[src/rtl/reg_scoreboard_if.sv]
// Issue / writeback / status bundle between decode and the register scoreboard.
// master = decode side, slave = scoreboard side.
interface reg_scoreboard_if #(
   parameter int STALL_W = 16
);
   logic               iss_valid;
   logic               iss_ready;
   logic [3:0]         iss_src1;
   logic               iss_use1;
   logic [3:0]         iss_src2;
   logic               iss_use2;
   logic [3:0]         iss_dst;
   logic               iss_wr;
   logic               wb_wr;
   logic [3:0]         wb_dst;
   logic               flush;
   logic [15:0]        pending;
   logic [STALL_W-1:0] stall_cnt;
   logic               sb_err;

   modport master (
      output iss_valid, iss_src1, iss_use1, iss_src2, iss_use2, iss_dst, iss_wr,
      output wb_wr, wb_dst, flush,
      input  iss_ready, pending, stall_cnt, sb_err
   );

   modport slave (
      input  iss_valid, iss_src1, iss_use1, iss_src2, iss_use2, iss_dst, iss_wr,
      input  wb_wr, wb_dst, flush,
      output iss_ready, pending, stall_cnt, sb_err
   );
endinterface

[src/rtl/reg_scoreboard.sv]
// Decode-stage hazard tracker: per-register in-flight write counters gate issue.
// Define WB_BYPASS_EN to let a source issue in the same cycle as its final writeback.
module reg_scoreboard #(
   parameter int NREG    = 16,
   parameter int CNT_W   = 2,
   parameter int STALL_W = 16
) (
   input  logic            clk,
   input  logic            rst,
   reg_scoreboard_if.slave sb
);
   localparam int                 ID_W      = $clog2(NREG);
   localparam logic [CNT_W-1:0]   CNT_MAX   = '1;
   localparam logic [CNT_W-1:0]   CNT_ONE   = CNT_W'(1);
   localparam logic [STALL_W-1:0] STALL_MAX = '1;

   logic [CNT_W-1:0]   cnt_q [NREG];
   logic [CNT_W-1:0]   cnt_d [NREG];
   logic [NREG-1:0]    pending_q, pending_d;
   logic [STALL_W-1:0] stall_q, stall_d;
   logic               err_q, err_d;

   logic [NREG-1:0]    busy;
   logic [NREG-1:0]    inc, dec;
   logic               iss_ready_w;
   logic               fire;

   always_comb begin
      for (int r = 0; r < NREG; r++) begin
         busy[r] = (cnt_q[r] != '0);
`ifdef WB_BYPASS_EN
         // The register file writes before it reads, so the last outstanding
         // write landing this cycle already satisfies the consumer.
         if (sb.wb_wr && (sb.wb_dst == ID_W'(r)) && (cnt_q[r] == CNT_ONE) && !sb.flush)
            busy[r] = 1'b0;
`endif
      end
   end

   // Saturation guard blocks issue instead of letting a counter overflow.
   assign iss_ready_w = !sb.flush
                     && !(sb.iss_use1 && busy[sb.iss_src1])
                     && !(sb.iss_use2 && busy[sb.iss_src2])
                     && !(sb.iss_wr && (cnt_q[sb.iss_dst] == CNT_MAX));

   assign fire = sb.iss_valid && iss_ready_w;

   // NOTE: every signal written in this always_comb gets a default value first,
   // so no path through the block can leave it unassigned and infer a latch.
   always_comb begin
      err_d   = err_q;
      stall_d = stall_q;
      for (int r = 0; r < NREG; r++) begin
         inc[r] = fire && sb.iss_wr && (sb.iss_dst == ID_W'(r));
         dec[r] = sb.wb_wr && (sb.wb_dst == ID_W'(r)) && (cnt_q[r] != '0);
         cnt_d[r] = cnt_q[r];
         if (sb.flush)
            cnt_d[r] = '0;
         else if (inc[r] && !dec[r])
            cnt_d[r] = cnt_q[r] + CNT_ONE;
         else if (dec[r] && !inc[r])
            cnt_d[r] = cnt_q[r] - CNT_ONE;
         pending_d[r] = (cnt_d[r] != '0);
      end

      if (!sb.flush && sb.wb_wr && (cnt_q[sb.wb_dst] == '0))
         err_d = 1'b1;

      if (sb.iss_valid && !iss_ready_w && (stall_q != STALL_MAX))
         stall_d = stall_q + STALL_W'(1);
   end

   // NOTE: the counter array is real hazard state, not data storage, so every
   // entry is cleared by reset; an unreset entry would block or mis-track issue.
   always_ff @(posedge clk or negedge rst) begin
      if (!rst) begin
         for (int r = 0; r < NREG; r++) cnt_q[r] <= '0;
         pending_q <= '0;
         stall_q   <= '0;
         err_q     <= 1'b0;
      end else begin
         // NOTE: non-blocking assignments so all state samples the pre-edge values.
         for (int r = 0; r < NREG; r++) cnt_q[r] <= cnt_d[r];
         pending_q <= pending_d;
         stall_q   <= stall_d;
         err_q     <= err_d;
      end
   end

   assign sb.iss_ready = iss_ready_w;
   assign sb.pending   = pending_q;
   assign sb.stall_cnt = stall_q;
   assign sb.sb_err    = err_q;
endmodule

[src/flat_wrapper.sv]
// flat-port wrapper written by rule: the top's interface ports become plain ports
module reg_scoreboard_flat 
#(
   parameter int NREG    = 16,
   parameter int CNT_W   = 2,
   parameter int STALL_W = 16
)
  (clk, rst, sb_iss_valid, sb_iss_src1, sb_iss_use1, sb_iss_src2, sb_iss_use2, sb_iss_dst, sb_iss_wr, sb_wb_wr, sb_wb_dst, sb_flush, sb_iss_ready, sb_pending, sb_stall_cnt, sb_sb_err);
  reg_scoreboard_if #(.STALL_W(STALL_W)) sb_i ();
  input  logic clk;
  input  logic rst;
  input wire logic [$bits(sb_i.iss_valid)-1:0] sb_iss_valid;
  input wire logic [$bits(sb_i.iss_src1)-1:0] sb_iss_src1;
  input wire logic [$bits(sb_i.iss_use1)-1:0] sb_iss_use1;
  input wire logic [$bits(sb_i.iss_src2)-1:0] sb_iss_src2;
  input wire logic [$bits(sb_i.iss_use2)-1:0] sb_iss_use2;
  input wire logic [$bits(sb_i.iss_dst)-1:0] sb_iss_dst;
  input wire logic [$bits(sb_i.iss_wr)-1:0] sb_iss_wr;
  input wire logic [$bits(sb_i.wb_wr)-1:0] sb_wb_wr;
  input wire logic [$bits(sb_i.wb_dst)-1:0] sb_wb_dst;
  input wire logic [$bits(sb_i.flush)-1:0] sb_flush;
  output wire logic [$bits(sb_i.iss_ready)-1:0] sb_iss_ready;
  output wire logic [$bits(sb_i.pending)-1:0] sb_pending;
  output wire logic [$bits(sb_i.stall_cnt)-1:0] sb_stall_cnt;
  output wire logic [$bits(sb_i.sb_err)-1:0] sb_sb_err;
  assign sb_i.iss_valid = sb_iss_valid;
  assign sb_i.iss_src1 = sb_iss_src1;
  assign sb_i.iss_use1 = sb_iss_use1;
  assign sb_i.iss_src2 = sb_iss_src2;
  assign sb_i.iss_use2 = sb_iss_use2;
  assign sb_i.iss_dst = sb_iss_dst;
  assign sb_i.iss_wr = sb_iss_wr;
  assign sb_i.wb_wr = sb_wb_wr;
  assign sb_i.wb_dst = sb_wb_dst;
  assign sb_i.flush = sb_flush;
  assign sb_iss_ready = sb_i.iss_ready;
  assign sb_pending = sb_i.pending;
  assign sb_stall_cnt = sb_i.stall_cnt;
  assign sb_sb_err = sb_i.sb_err;
  reg_scoreboard #(.NREG(NREG), .CNT_W(CNT_W), .STALL_W(STALL_W)) u_core (.clk(clk), .rst(rst), .sb(sb_i));
endmodule
[config.mk]
export PLATFORM = sky130hd
export DESIGN_NAME = reg_scoreboard_flat
export DESIGN_NICKNAME = d
export VERILOG_FILES = /design/src/rtl/reg_scoreboard_if.sv /design/src/rtl/reg_scoreboard.sv /design/src/flat_wrapper.sv
export SDC_FILE = /design/constraint.sdc
export NUM_CORES = 1
export LEC_CHECK = 0
export CORE_ASPECT_RATIO = 1.4
export CORE_MARGIN = 2
export CORE_UTILIZATION = 40
export DETAILED_ROUTE_END_ITERATION = 10
export PLACE_DENSITY = 0.7
export RECOVER_POWER = 25
export REMOVE_ABC_BUFFERS = 1
export SLEW_MARGIN = 25
export SYNTH_ARGS = -nofsm -noshare
export SYNTH_HDL_FRONTEND = slang
export SYNTH_SLANG_ARGS = --single-unit
[constraint.sdc]
create_clock -name clk -period 11.8 [get_ports clk]
set_clock_uncertainty 0.15 [all_clocks]
set_input_delay 3.54 -clock clk [delete_from_list [all_inputs] [get_ports clk]]
set_output_delay 3.54 -clock clk [all_outputs]
set_load 0.005 [all_outputs]
Word level (Yosys, flattened, before mapping)
Index checks and enable logic that the tools add are counted.

cells by class
  $lt $le $gt $ge = 4
  multiplexer cells = 58
  bitwise gates (word level) = 2
  reduce and logical (&&, ||, !) cells = 164
  eq/ne operators = 32
  $add $sub $neg = 33

operators with widths
  cell                                                        count
  two-way mux 2 bit                                           52
  logical AND 1 bit                                           92
  == test 4 bit, second input constant                        16
  nonzero test 2 bit                                          32
  logical NOT 1 bit                                           37
  adder 2 x 1 -> 2 bit, second input constant                 16
  == test 4 x 3 -> 1 bit, second input constant               8
  subtractor 2 x 1 -> 2 bit, second input constant            16
  adder 16 x 1 -> 16 bit, second input constant               1
  binary-select mux 2 bit (select 4 bit)                      2
  == test 4 x 2 -> 1 bit, second input constant               4
  != test 16 bit, second input constant                       1
  greater-or-equal comparator 5 bit, second input constant    2
  less-than comparator 4 x 5 -> 1 bit, second input constant  2
  inverter 4 -> 5 bit                                         2
  binary-select mux 1 bit (select 4 bit)                      2
  == test 4 x 1 -> 1 bit, second input constant               2
  logical NOT 4 bit                                           2
  == test 2 bit, second input constant                        1
  logical NOT 2 bit                                           1
  two-way mux 1 bit                                           2

storage, ports and cells
  bits of input ports = 24
  register bits = 65
  output and inout port bits = 34

Depth between registers and ports, before layout
Gate-level depths: netlist of the first run.

  word-level depth = 17
  mapped depth = 13
  depth with buffers taken out = 10

Worst setup path before layout of the first run
OpenSTA, ideal clock, no wires.

  path type = input to output
  start = input sb_iss_dst[1]
  end = output sb_iss_ready
  cell stages on the path = 9
  data arrival time = 5,510 ps
  path slack = 2,600 ps
  path buffers = 4
  data required time = 8,110 ps
  cells stage by stage = buf_4 mux4_2 o32ai_1 a211oi_1 or2_1 clkbuf_1 buf_4 buf_2 nor3_1

between the ends
  cells in the longest elaborated chain, start to end = 8

ends and longest elaborated chain
  item                                                   RTL line              source
  start, declared                                        flat_wrapper.sv:17    input wire logic [$bits(sb_i.iss_dst)-1:0] sb_iss_dst;
  inverter 4 -> 5 bit (implied by the code)              reg_scoreboard.sv:44  && !(sb.iss_wr && (cnt_q[sb.iss_dst] == CNT_MAX));
  binary-select mux 2 bit (select 4 bit)                 reg_scoreboard.sv:44
  two-way mux 2 bit (implied by the code) (2 in series)  reg_scoreboard.sv:44
  == test 2 bit                                          reg_scoreboard.sv:44
  logical AND 1 bit                                      reg_scoreboard.sv:44
  logical NOT 1 bit                                      reg_scoreboard.sv:44
  logical AND 1 bit                                      reg_scoreboard.sv:44
  end, declared                                          flat_wrapper.sv:22    output wire logic [$bits(sb_i.iss_ready)-1:0] sb_iss_ready;

No other way between the ends. The select of a mux whose other input is x is not followed.

Final worst setup path of the first run
Same ends and word-level chain as after synthesis.

==> summary.md, run 1 <==
| Metric | Value |
|---|---|
| Multi-input gate area | 3010 um^2 |
| Relative slew slack | -134% |
| Buf/Inv on CP | 2 |
| Violations in the final reports | capacitance limit, slew limit |
| Final wirelength | 14.2 mm |
| Ys Warns | 0 |
| Fin crit period | 10.34 ns |
| Top FF cell, synth | dfrtp_1 |
| DR WL/cell | 19.4 um |
| Largest net degree at the start of global routing | 66 |
| Initial Utilization | 41.4% |
| N_diodes | 0 |
| Hold Fails Final Rpt | 0 |
| Core Rows | 47 |
| Hold slack | 0.331 ns |
| Via count | 4573 |
| Sequential share of the synthesized area | 33.1% |
| Worst skew pair latency | 0.34 ns |
| Hold Crit Class | flip-flop to flip-flop |
| I/O pin count | 58 |
| Initial DRC Count | 326 |
| Area delta synth->final | 19.4% |
| Post-Syn Area per Cell | 9.20 um^2 |
| FILL cells | 1118 |
| Hold_buf cts | 0 |
| CTS buffer count | 9 |
| Clk sinks | 65 |
| Final setup violation count | 0 |
| CTS root buf | clkbuf_16 |
| Post-CTS Setup Inserts | 0 |
| FF+latch count, synth | 65 |
| Crit path max-delay cell type | clkdlybuf4s50_1 |
| Req. time, crit path | 8.11 ns |
| Synth top cells by count | 65 x dfrtp_1, 48 x nor3_1, 42 x inv_1 |
| Max IR drop VDD | 0.000106 V |
| Port Buffer Count | 57 |
| Clk pin slew, worst setup/hold paths | 0.05 ns |
| Die Wd | 97.7 um |
| FF+latch area | 1630 um^2 |
| Initial antenna violation count | 0 |
| Top cells by area, synth | dfrtp_1 33%, xnor2_1 5.0%, nor3_1 4.9% |
| DP Wirelength | 10.4 mm |
| Synthesized instance count | 534 |
| Share of the synthesized area in the top cell type | 33.1% |
| R2R Setup Slk | 7.86 ns |
| Max-slew violations | 66 |
| GRT Overall Usage | 21.7% |
| Die height | 135 um |
| Leakage Power | 2.16 nW |
| Synth cell types | 64 |
| DR vias/cell | 6.26 |
| Worst EP arrival | 6.65 ns |
| Setup CP Type | primary input to output port |
| Fmax | 96.7 MHz |
| Most used cell, CP | clkdlybuf4s50_1 |
| RePlAce Congestion | 0.937 |
| Count leader, synth | dfrtp_1 |
| Max_cap viols | 1 |
| CP Cell Sequence | clkdlybuf4s50_1 -> mux4_2 -> o32ai_1 -> a211oi_1 -> or2_1 -> nor3_1 -> clkdlybuf4s50_1 |
| Mapped cell area | 4910 um^2 |
| Worst-path fanout max | 18 |
| Die ar. | 13200 um^2 |
| GRT overflow | 0 |
| CP max stage delay | 1.01 ns |
| Status | finished, violations left |
| DRT antenna net count | 0 |
| Layout Nets | 619 |
| H-tree depth | 3 |
| Post-synth EDFFs | 0 |
| RSZ-0062 raised after global routing | no |
| Vias in the first global route | 4516 |
| Pwr per Cell Area | 111 nW/um^2 |
| Family with the most delay on the worst path | buffers and inverters |
| Area leader, netlist | dfrtp_1 |
| Setup TNS | 0 ns |
| Crit end category | output port |
| Tcrit/Tclk final | 87.7% |
| Share of cells above drive strength 1 | 8.58% |
| CTS tree | done |
| Drc violations | 0 |
| Core area | 11900 um^2 |
| Async SR Flop Fraction | 100% |
| Pre-Repair DR Iteration Count | 5 |
| Worst Setup Start Kind | primary input |
| First-pass GRT wire length | 22.8 mm |
| CTS resizes | 0 |
| Slew @ Worst Pin | 3.52 ns |
| Clock Tree Buf Depth | 2 |
==> sequential cells by signal, indices dropped and copies added, names as in the netlist <==
register,cells
u_core.sb.stall_cnt,16
u_core.cnt_q,32
u_core.sb.sb_err,1
u_core.sb.pending,16
==> metal layers <==
layer | wire (um) | GRT usage (%) | vias up
met5 | 0 | 0 | -
met4 | 585 | 12.3 | 0
met1 | 5570 | 25.8 | 2252
met2 | 7260 | 37.5 | 182
met3 | 767 | 3.46 | 44
li1 | - | - | 2095
==> kinds of logic (layout without fill, tap and decap cells) <==
| logic type | count (synthesis) | after routing | synth area share, % |
|---|---|---|---|
| flops | 65 | 65 | 33.1 |
| fa+ha+maj | 17 | 17 | 4.33 |
| simple gates | 210 | 210 | 23.1 |
| mux | 44 | 44 | 13.1 |
| xor+xnor | 31 | 31 | 5.53 |
| compound gates | 97 | 97 | 15.0 |
| buf+inv | 70 | 119 | 5.75 |
==> placed cells by master (no fill, tap or decap), types with 8 or more instances in the layout <==
cell             netlist  final
xnor2_1               28     28
or3_1                 14     14
a21oi_1               15     15
a211oi_1               8      8
nor2_1                30     30
inv_1                 42     42
nand4_1               10     10
clkbuf_16              0      9
mux2i_1               23     23
nand3_1               17     17
clkdlybuf4s50_1        0     55
and3_1                11     11
ha_1                  17     17
o21a_1                 9      9
nand2_1               25     25
nor4_1                17     16
a221oi_1               8      8
a31oi_1                9      9
nor3_1                48     48
mux4_2                10     10
dfrtp_1               65     65
nand2b_1              11     11
==> stage by stage <==
step / utilization (%) / setup WS (ns) / total power [mW] / std cells / cell area [um^2]
CTS: 49.4 / 1.45 / 0.653 / 730 / 5870
floorplan: - / 2.97 / 0.313 / 507 / 4790
detailed placement: 46.9 / 1.46 / 0.379 / 714 / 5570
finish: 49.4 / 1.46 / 0.650 / 730 / 5860
global route: 49.4 / 1.33 / 0.676 / 730 / 5860
global placement: 46.8 / 1.50 / 0.376 / 714 / 5560
==> final timing paths <==
check	end	cells past startpoint	startpoint
min in group asynchronous	u_core.sb.pending[2]$_DFF_PN0_	2	rst
min	u_core.sb.sb_err$_DFFE_PN0P_	1	u_core.sb.sb_err$_DFFE_PN0P_
max in group asynchronous	u_core.sb.pending[13]$_DFF_PN0_	2	rst
max reg2reg	u_core.sb.pending[6]$_DFF_PN0_	10	u_core.cnt_q[0]$_DFF_PN0_
min reg2reg	u_core.sb.sb_err$_DFFE_PN0P_	1	u_core.sb.sb_err$_DFFE_PN0P_
max	sb_iss_ready	7	sb_iss_dst[1]
==> area by class of cell <==
class / count / area share, %
clock buffer: 9 / 3.84
clock inverter: 7 / 1.32
inverter: 43 / 2.75
multi-input combinational: 399 / 51.3
sequential: 65 / 27.7
tap: 147 / 3.14
timing repair buffer: 60 / 9.88
==> worst reg2reg max path, delay by kind of cell, from the launching register on <==
family,cells,cell delay (ns)
fa+ha+maj,1,0.30
buf+inv,1,0.10
flops,1,0.47
compound gates,2,0.50
mux,3,0.64
simple gates,3,1.62
==> where the power goes <==
part	internal, mW	switching [mW]
registers	0.238	0.0175
clock network	0.165	0.108
logic	0.0609	0.0602
Power figures use the tool's default switching activity.
==> inputs of run 2 (changes only) <==
--- a/config.mk
+++ b/config.mk
@@ -12,7 +12,7 @@
 export PLACE_DENSITY = 0.7
 export RECOVER_POWER = 25
 export REMOVE_ABC_BUFFERS = 1
-export SLEW_MARGIN = 25
+export SKIP_LAST_GASP = 1
 export SYNTH_ARGS = -nofsm -noshare
 export SYNTH_HDL_FRONTEND = slang
 export SYNTH_SLANG_ARGS = --single-unit
==> run 2 against run 1 <==
Against the previous run: the flow still finishes with violations (capacitance limit, slew limit); via count shrank 1.1%; flip-flop and latch count stayed put; combinational power about the same; fmax is 0.30% lower; power is essentially flat.
==> summary.md, run 2 (synthesis gave the netlist of run 1 again) <==
| Metric | Value |
|---|---|
| Status | finished, violations left |
| Violations in the final reports | capacitance limit, slew limit |
| Worst r2r path cells | 10 |
| Crit end category | output port |
| GRT Overall Usage | 21.7% |
| R2R Path Start | u_core.cnt_q[0]$_DFF_PN0_ |
| DR vias/cell | 6.19 |
| Clock Tree Buf Depth | 2 |
| First-pass GRT wire length | 22.8 mm |
| Final setup violation count | 0 |
| Final wirelength | 14.2 mm |
| Fmax | 96.4 MHz |
| GRT busiest layer | met2 |
| CP Cell Sequence | clkdlybuf4s50_1 -> mux4_2 -> o32ai_1 -> a211oi_1 -> or2_1 -> nor3_1 -> clkdlybuf4s50_1 |
| Highest-count cells in the layout ignoring fill and taps | 65 x dfrtp_1, 55 x clkdlybuf4s50_1, 48 x nor3_1 |
| Slew @ Worst Pin | 3.54 ns |
| R2R Setup Slk | 7.66 ns |
| Pwr per Cell Area | 111 nW/um^2 |
| Max_cap viols | 1 |
| Max-slew violations | 66 |
| Initial antenna violation count | 0 |
| Placed insts | 714 |
| RSZ-0062 raised after global routing | no |
| CTS root buf | clkbuf_16 |
| Non-filler cells, final | 730 |
| CP max stage delay | 1.01 ns |
| Worst Setup Start Kind | primary input |
| Clk sinks | 65 |
| Die Wd | 97.7 um |
| DRT antenna net count | 0 |
| Hold Fails Final Rpt | 0 |
| Most used cell, CP | clkdlybuf4s50_1 |
| Die height | 135 um |
| Worst Setup SP | sb_iss_dst[1] |
| Tcrit/Tclk final | 87.9% |
| N_diodes | 0 |
| Worst setup path end | sb_iss_ready |
| Buf/Inv on CP | 2 |
| CP Depth | 7 |
| Hold_buf cts | 0 |
| Max IR drop VDD | 0.000112 V |
| CTS resizes | 0 |
| Fin crit period | 10.37 ns |
| Worst EP arrival | 6.68 ns |
| Post-CTS Setup Inserts | 0 |
| Leakage Power | 2.16 nW |
| Crit path max-delay cell type | clkdlybuf4s50_1 |
| Port Buffer Count | 57 |
| Pre-Repair DR Iteration Count | 5 |
| Core Rows | 47 |
| Family with the most delay on the worst path | buffers and inverters |
| Initial DRC Count | 357 |
| Via count | 4522 |
| Setup CP Type | primary input to output port |
| Max reg flops | 32 |
| Share of cells above drive strength 1 | 8.40% |
| Clk pin slew, worst setup/hold paths | 0.05 ns |
| Die ar. | 13200 um^2 |
| Core area | 11900 um^2 |
| H-tree depth | 3 |
| Largest net degree at the start of global routing | 66 |
| Top reg by flops | u_core.cnt_q |
| Req. time, crit path | 8.11 ns |
| I/O pin count | 58 |
| RePlAce Congestion | 0.937 |
| Drc violations | 0 |
| GR Util met2 | 37.4% |
| R2R Path End | u_core.sb.pending[1]$_DFF_PN0_ |
| Hold Crit Class | flip-flop to flip-flop |
| M1 GR Usage | 25.9% |
| Setup TNS | 0 ns |
| DR WL/cell | 19.5 um |
| Met3 GRT Util | 3.35% |
| DP Wirelength | 10.4 mm |
| Commonest non-fill, non-tap cell in the layout | dfrtp_1 |
| CTS tree | done |
| Relative slew slack | -136% |
| Initial Utilization | 41.4% |
| Vias in the first global route | 4499 |
| Worst skew pair latency | 0.34 ns |
| GRT overflow | 0 |
| Worst-path fanout max | 18 |
| Layout Nets | 619 |
| Area delta synth->final | 19.2% |
| CTS buffer count | 9 |
[run 2: cell counts in the layout (fill, tap and decap cells not counted)]
Identical to the previous run, type by type.
[run 2: final cells by class]
class | count | area, um^2
fillers | 1117 | 6020
multi-input cells | 399 | 3000
flip-flops and latches | 65 | 1630
repair buffers | 60 | 579
clock buffers | 9 | 225
well taps | 147 | 184
inverters | 43 | 161
clock inverters | 7 | 77.6
[run 2: worst min path at each step]
stage / start / end / slack, ns / cells after the start
final: u_core.sb.sb_err$_DFFE_PN0P_ / u_core.sb.sb_err$_DFFE_PN0P_ / 0.33 / 1
after global routing: u_core.sb.sb_err$_DFFE_PN0P_ / u_core.sb.sb_err$_DFFE_PN0P_ / 0.35 / 1
after CTS: u_core.sb.sb_err$_DFFE_PN0P_ / u_core.sb.sb_err$_DFFE_PN0P_ / 0.33 / 1
after detailed placement: u_core.sb.sb_err$_DFFE_PN0P_ / u_core.sb.sb_err$_DFFE_PN0P_ / 0.31 / 1
after global placement: u_core.sb.sb_err$_DFFE_PN0P_ / u_core.sb.sb_err$_DFFE_PN0P_ / 0.31 / 1
after floorplan: u_core.cnt_q[22]$_DFF_PN0_ / u_core.sb.pending[4]$_DFF_PN0_ / 0.29 / 1
[run 2: stage by stage]
| step | instance area [um^2] | power (mW) | worst slack (ns) | hold slack [ns] | utilization, % |
|---|---|---|---|---|---|
| floorplan | 4790 | 0.313 | 2.97 | 0.287 | - |
| global placement | 5560 | 0.376 | 1.50 | 0.314 | 46.8 |
| detailed placement | 5560 | 0.379 | 1.46 | 0.311 | 46.8 |
| CTS | 5860 | 0.654 | 1.44 | 0.328 | 49.3 |
| global route | 5860 | 0.677 | 1.28 | 0.351 | 49.3 |
| finish | 5860 | 0.650 | 1.43 | 0.327 | 49.3 |
[run 2: power breakdown]
part | leakage, nW | internal (mW) | switching, mW
Clock | 0.146 | 0.165 | 0.108
Sequential | 0.886 | 0.238 | 0.0173
Combinational | 1.12 | 0.0608 | 0.0602
[run 2: routing by layer]
metal	share of wire, %	vias up
li1	-	2097
met1	40	2228
met2	51	154
met3	4.4	43
met4	4.1	0
met5	0	-
==> inputs of run 3 (changes only) <==
--- a/config.mk
+++ b/config.mk
@@ -5,11 +5,14 @@
 export SDC_FILE = /design/constraint.sdc
 export NUM_CORES = 1
 export LEC_CHECK = 0
+export CELL_PAD_IN_SITES_DETAIL_PLACEMENT = 1
+export CELL_PAD_IN_SITES_GLOBAL_PLACEMENT = 1
 export CORE_ASPECT_RATIO = 1.4
 export CORE_MARGIN = 2
 export CORE_UTILIZATION = 40
+export CTS_CLUSTER_DIAMETER = 120
 export DETAILED_ROUTE_END_ITERATION = 10
-export PLACE_DENSITY = 0.7
+export PLACE_DENSITY = 0.85
 export RECOVER_POWER = 25
 export REMOVE_ABC_BUFFERS = 1
 export SKIP_LAST_GASP = 1
==> run 3 against run 2 <==
Against the previous run: the run still ends with capacitance limit, slew limit left; design area is the same; clock-buffer cell count is the same; register-to-register slack lost 0.08 ns; worst setup slack gained 0.012 ns; utilization is the same; sequential share of layout area is the same; flip-flop and latch count is the same; first-iteration DRC count shrank 24%; combinational power is essentially flat; fmax grew 0.12%.
==> summary.md, run 3 (synthesis gave the netlist of run 1 again) <==
| Metric | Value |
|---|---|
| Pwr per Cell Area | 112 nW/um^2 |
| Worst skew pair latency | 0.35 ns |
| WL met3 | 814 um |
| Pre-Repair DR Iteration Count | 4 |
| Final setup violation count | 0 |
| Clk sinks | 65 |
| Hold_buf cts | 0 |
| Highest-count cells in the layout ignoring fill and taps | 65 x dfrtp_1, 55 x clkdlybuf4s50_1, 48 x nor3_1 |
| CTS tree | done |
| Initial Utilization | 41.4% |
| Non-filler cells, final | 730 |
| Leakage Power | 2.16 nW |
| Post-CTS Setup Inserts | 0 |
| Status | finished, violations left |
| Slew @ Worst Pin | 3.73 ns |
| I/O pin count | 58 |
| Max IR drop VDD | 0.0000967 V |
| H-tree depth | 3 |
| Setup TNS | 0 ns |
| Drc violations | 0 |
| Layout Nets | 619 |
| Clock share of power | 42.2% |
| Pre-CTS WS | 1.46 ns |
| Die height | 135 um |
| Multi-input gate area | 3000 um^2 |
| RePlAce Congestion | 0.911 |
| Violations in the final reports | capacitance limit, slew limit |
| Die ar. | 13200 um^2 |
| DP Wirelength | 11.8 mm |
| Share of cells above drive strength 1 | 8.40% |
| Core Rows | 47 |
| FILL cells | 1377 |
| Port Buffer Count | 57 |
| Fin crit period | 10.36 ns |
| Tcrit/Tclk final | 87.8% |
| Top reg by flops | u_core.cnt_q |
| Max-slew violations | 66 |
| Internal cell power | 0.464 mW |
| Sw frac | 29.4% |
| Final WS setup | 1.44 ns |
| Hold Crit Class | flip-flop to flip-flop |
| Initial DRC Count | 273 |
| Worst EP arrival | 6.67 ns |
| Vias in the first global route | 4910 |
| Worst Setup Start Kind | primary input |
| Combinational share of power | 18.8% |
| Fmax | 96.5 MHz |
| NetSw | 0.193 mW |
| GRT Overall Usage | 24.9% |
| CTS root buf | clkbuf_16 |
| Sequential power share | 38.9% |
| Worst-path fanout max | 18 |
| Final wirelength | 16.1 mm |
| DRT antenna net count | 0 |
| Hold Fails Final Rpt | 0 |
| Met2 WL | 8.27 mm |
| Req. time, crit path | 8.11 ns |
| Initial antenna violation count | 0 |
| Uppermost routed layer | met4 |
| First-pass GRT wire length | 25.8 mm |
| Max reg flops | 32 |
| Crit end category | output port |
| Clk pin slew, worst setup/hold paths | 0.06 ns |
| N_diodes | 0 |
| Commonest non-fill, non-tap cell in the layout | dfrtp_1 |
| CTS resizes | 0 |
| Placed insts | 714 |
| Max_cap viols | 1 |
| Area delta synth->final | 19.2% |
| RSZ-0062 raised after global routing | no |
| FF+latch area | 1630 um^2 |
| Setup CP Type | primary input to output port |
| Die Wd | 97.7 um |
| Clock Tree Buf Depth | 2 |
| DR vias/cell | 6.36 |
| CTS buffer count | 9 |
| Via count | 4646 |
| Relative slew slack | -149% |
| GRT overflow | 0 |
| Core area | 11900 um^2 |
| Largest net degree at the start of global routing | 66 |
| DR WL/cell | 22.1 um |
| WL met1 | 6.17 mm |
-- run 3: cell count changes in the layout (fill, tap and decap cells not counted) --
cell,before,now
clkinv_4,2,1
inv_6,2,3
-- run 3: metrics by stage --
| step | area [um^2] | total power [mW] | hold slack [ns] | util (%) |
|---|---|---|---|---|
| 2_1_floorplan | 4790 | 0.313 | 0.287 | - |
| 3_3_place_gp | 5560 | 0.375 | 0.326 | 46.8 |
| 3_5_place_dp | 5560 | 0.383 | 0.335 | 46.8 |
| 4_1_cts | 5860 | 0.664 | 0.348 | 49.3 |
| 5_1_grt | 5860 | 0.685 | 0.379 | 49.3 |
| 6_report | 5860 | 0.658 | 0.342 | 49.3 |
-- run 3: power by group through the flow --
stage	Combinational (mW)	Sequential [mW]	Clock (mW)
4_1_cts	0.124	0.256	0.284
3_5_place_dp	0.123	0.260	0
6_report	0.124	0.256	0.278
3_3_place_gp	0.116	0.258	0
5_1_grt	0.134	0.258	0.292
2_1_floorplan	0.0562	0.256	0
-- run 3: area by class of cell --
cell class | count | share of cell area, %
well taps | 147 | 3.14
flip-flops and latches | 65 | 27.8
multi-input cells | 399 | 51.3
inverters | 43 | 2.76
repair buffers | 60 | 9.89
clock buffers | 9 | 3.84
clock inverters | 7 | 1.32
-- run 3: worst max-delay path: stages --
cell and delay (ns):
clkdlybuf4s50_1 0.97, mux4_2 0.60, o32ai_1 0.24, a211oi_1 0.11, or2_1 0.28, nor3_1 0.34, clkdlybuf4s50_1 0.59
-- run 3: path summary, 6_finish.rpt --
check	start	to	slack [ns]	cells after the start
setup reg to reg	u_core.cnt_q[24]$_DFF_PN0_	u_core.cnt_q[21]$_DFF_PN0_	7.58	10
max in group asynchronous	rst	u_core.sb.pending[14]$_DFF_PN0_	4.98	2
min in group asynchronous	rst	u_core.sb.pending[2]$_DFF_PN0_	4.43	2
hold reg to reg	u_core.sb.stall_cnt[8]$_DFFE_PN0P_	u_core.sb.stall_cnt[8]$_DFFE_PN0P_	0.34	1
setup / recovery	sb_iss_dst[1]	sb_iss_ready	1.44	7
hold / removal	u_core.sb.stall_cnt[8]$_DFFE_PN0P_	u_core.sb.stall_cnt[8]$_DFFE_PN0P_	0.34	1
-- run 3: layer usage --
| layer | track usage [%] | up-vias |
|---|---|---|
| met3 | 4.95 | 61 |
| met5 | 0 | - |
| met1 | 27.9 | 2341 |
| met4 | 15.7 | 0 |
| li1 | - | 2095 |
| met2 | 43.3 | 149 |
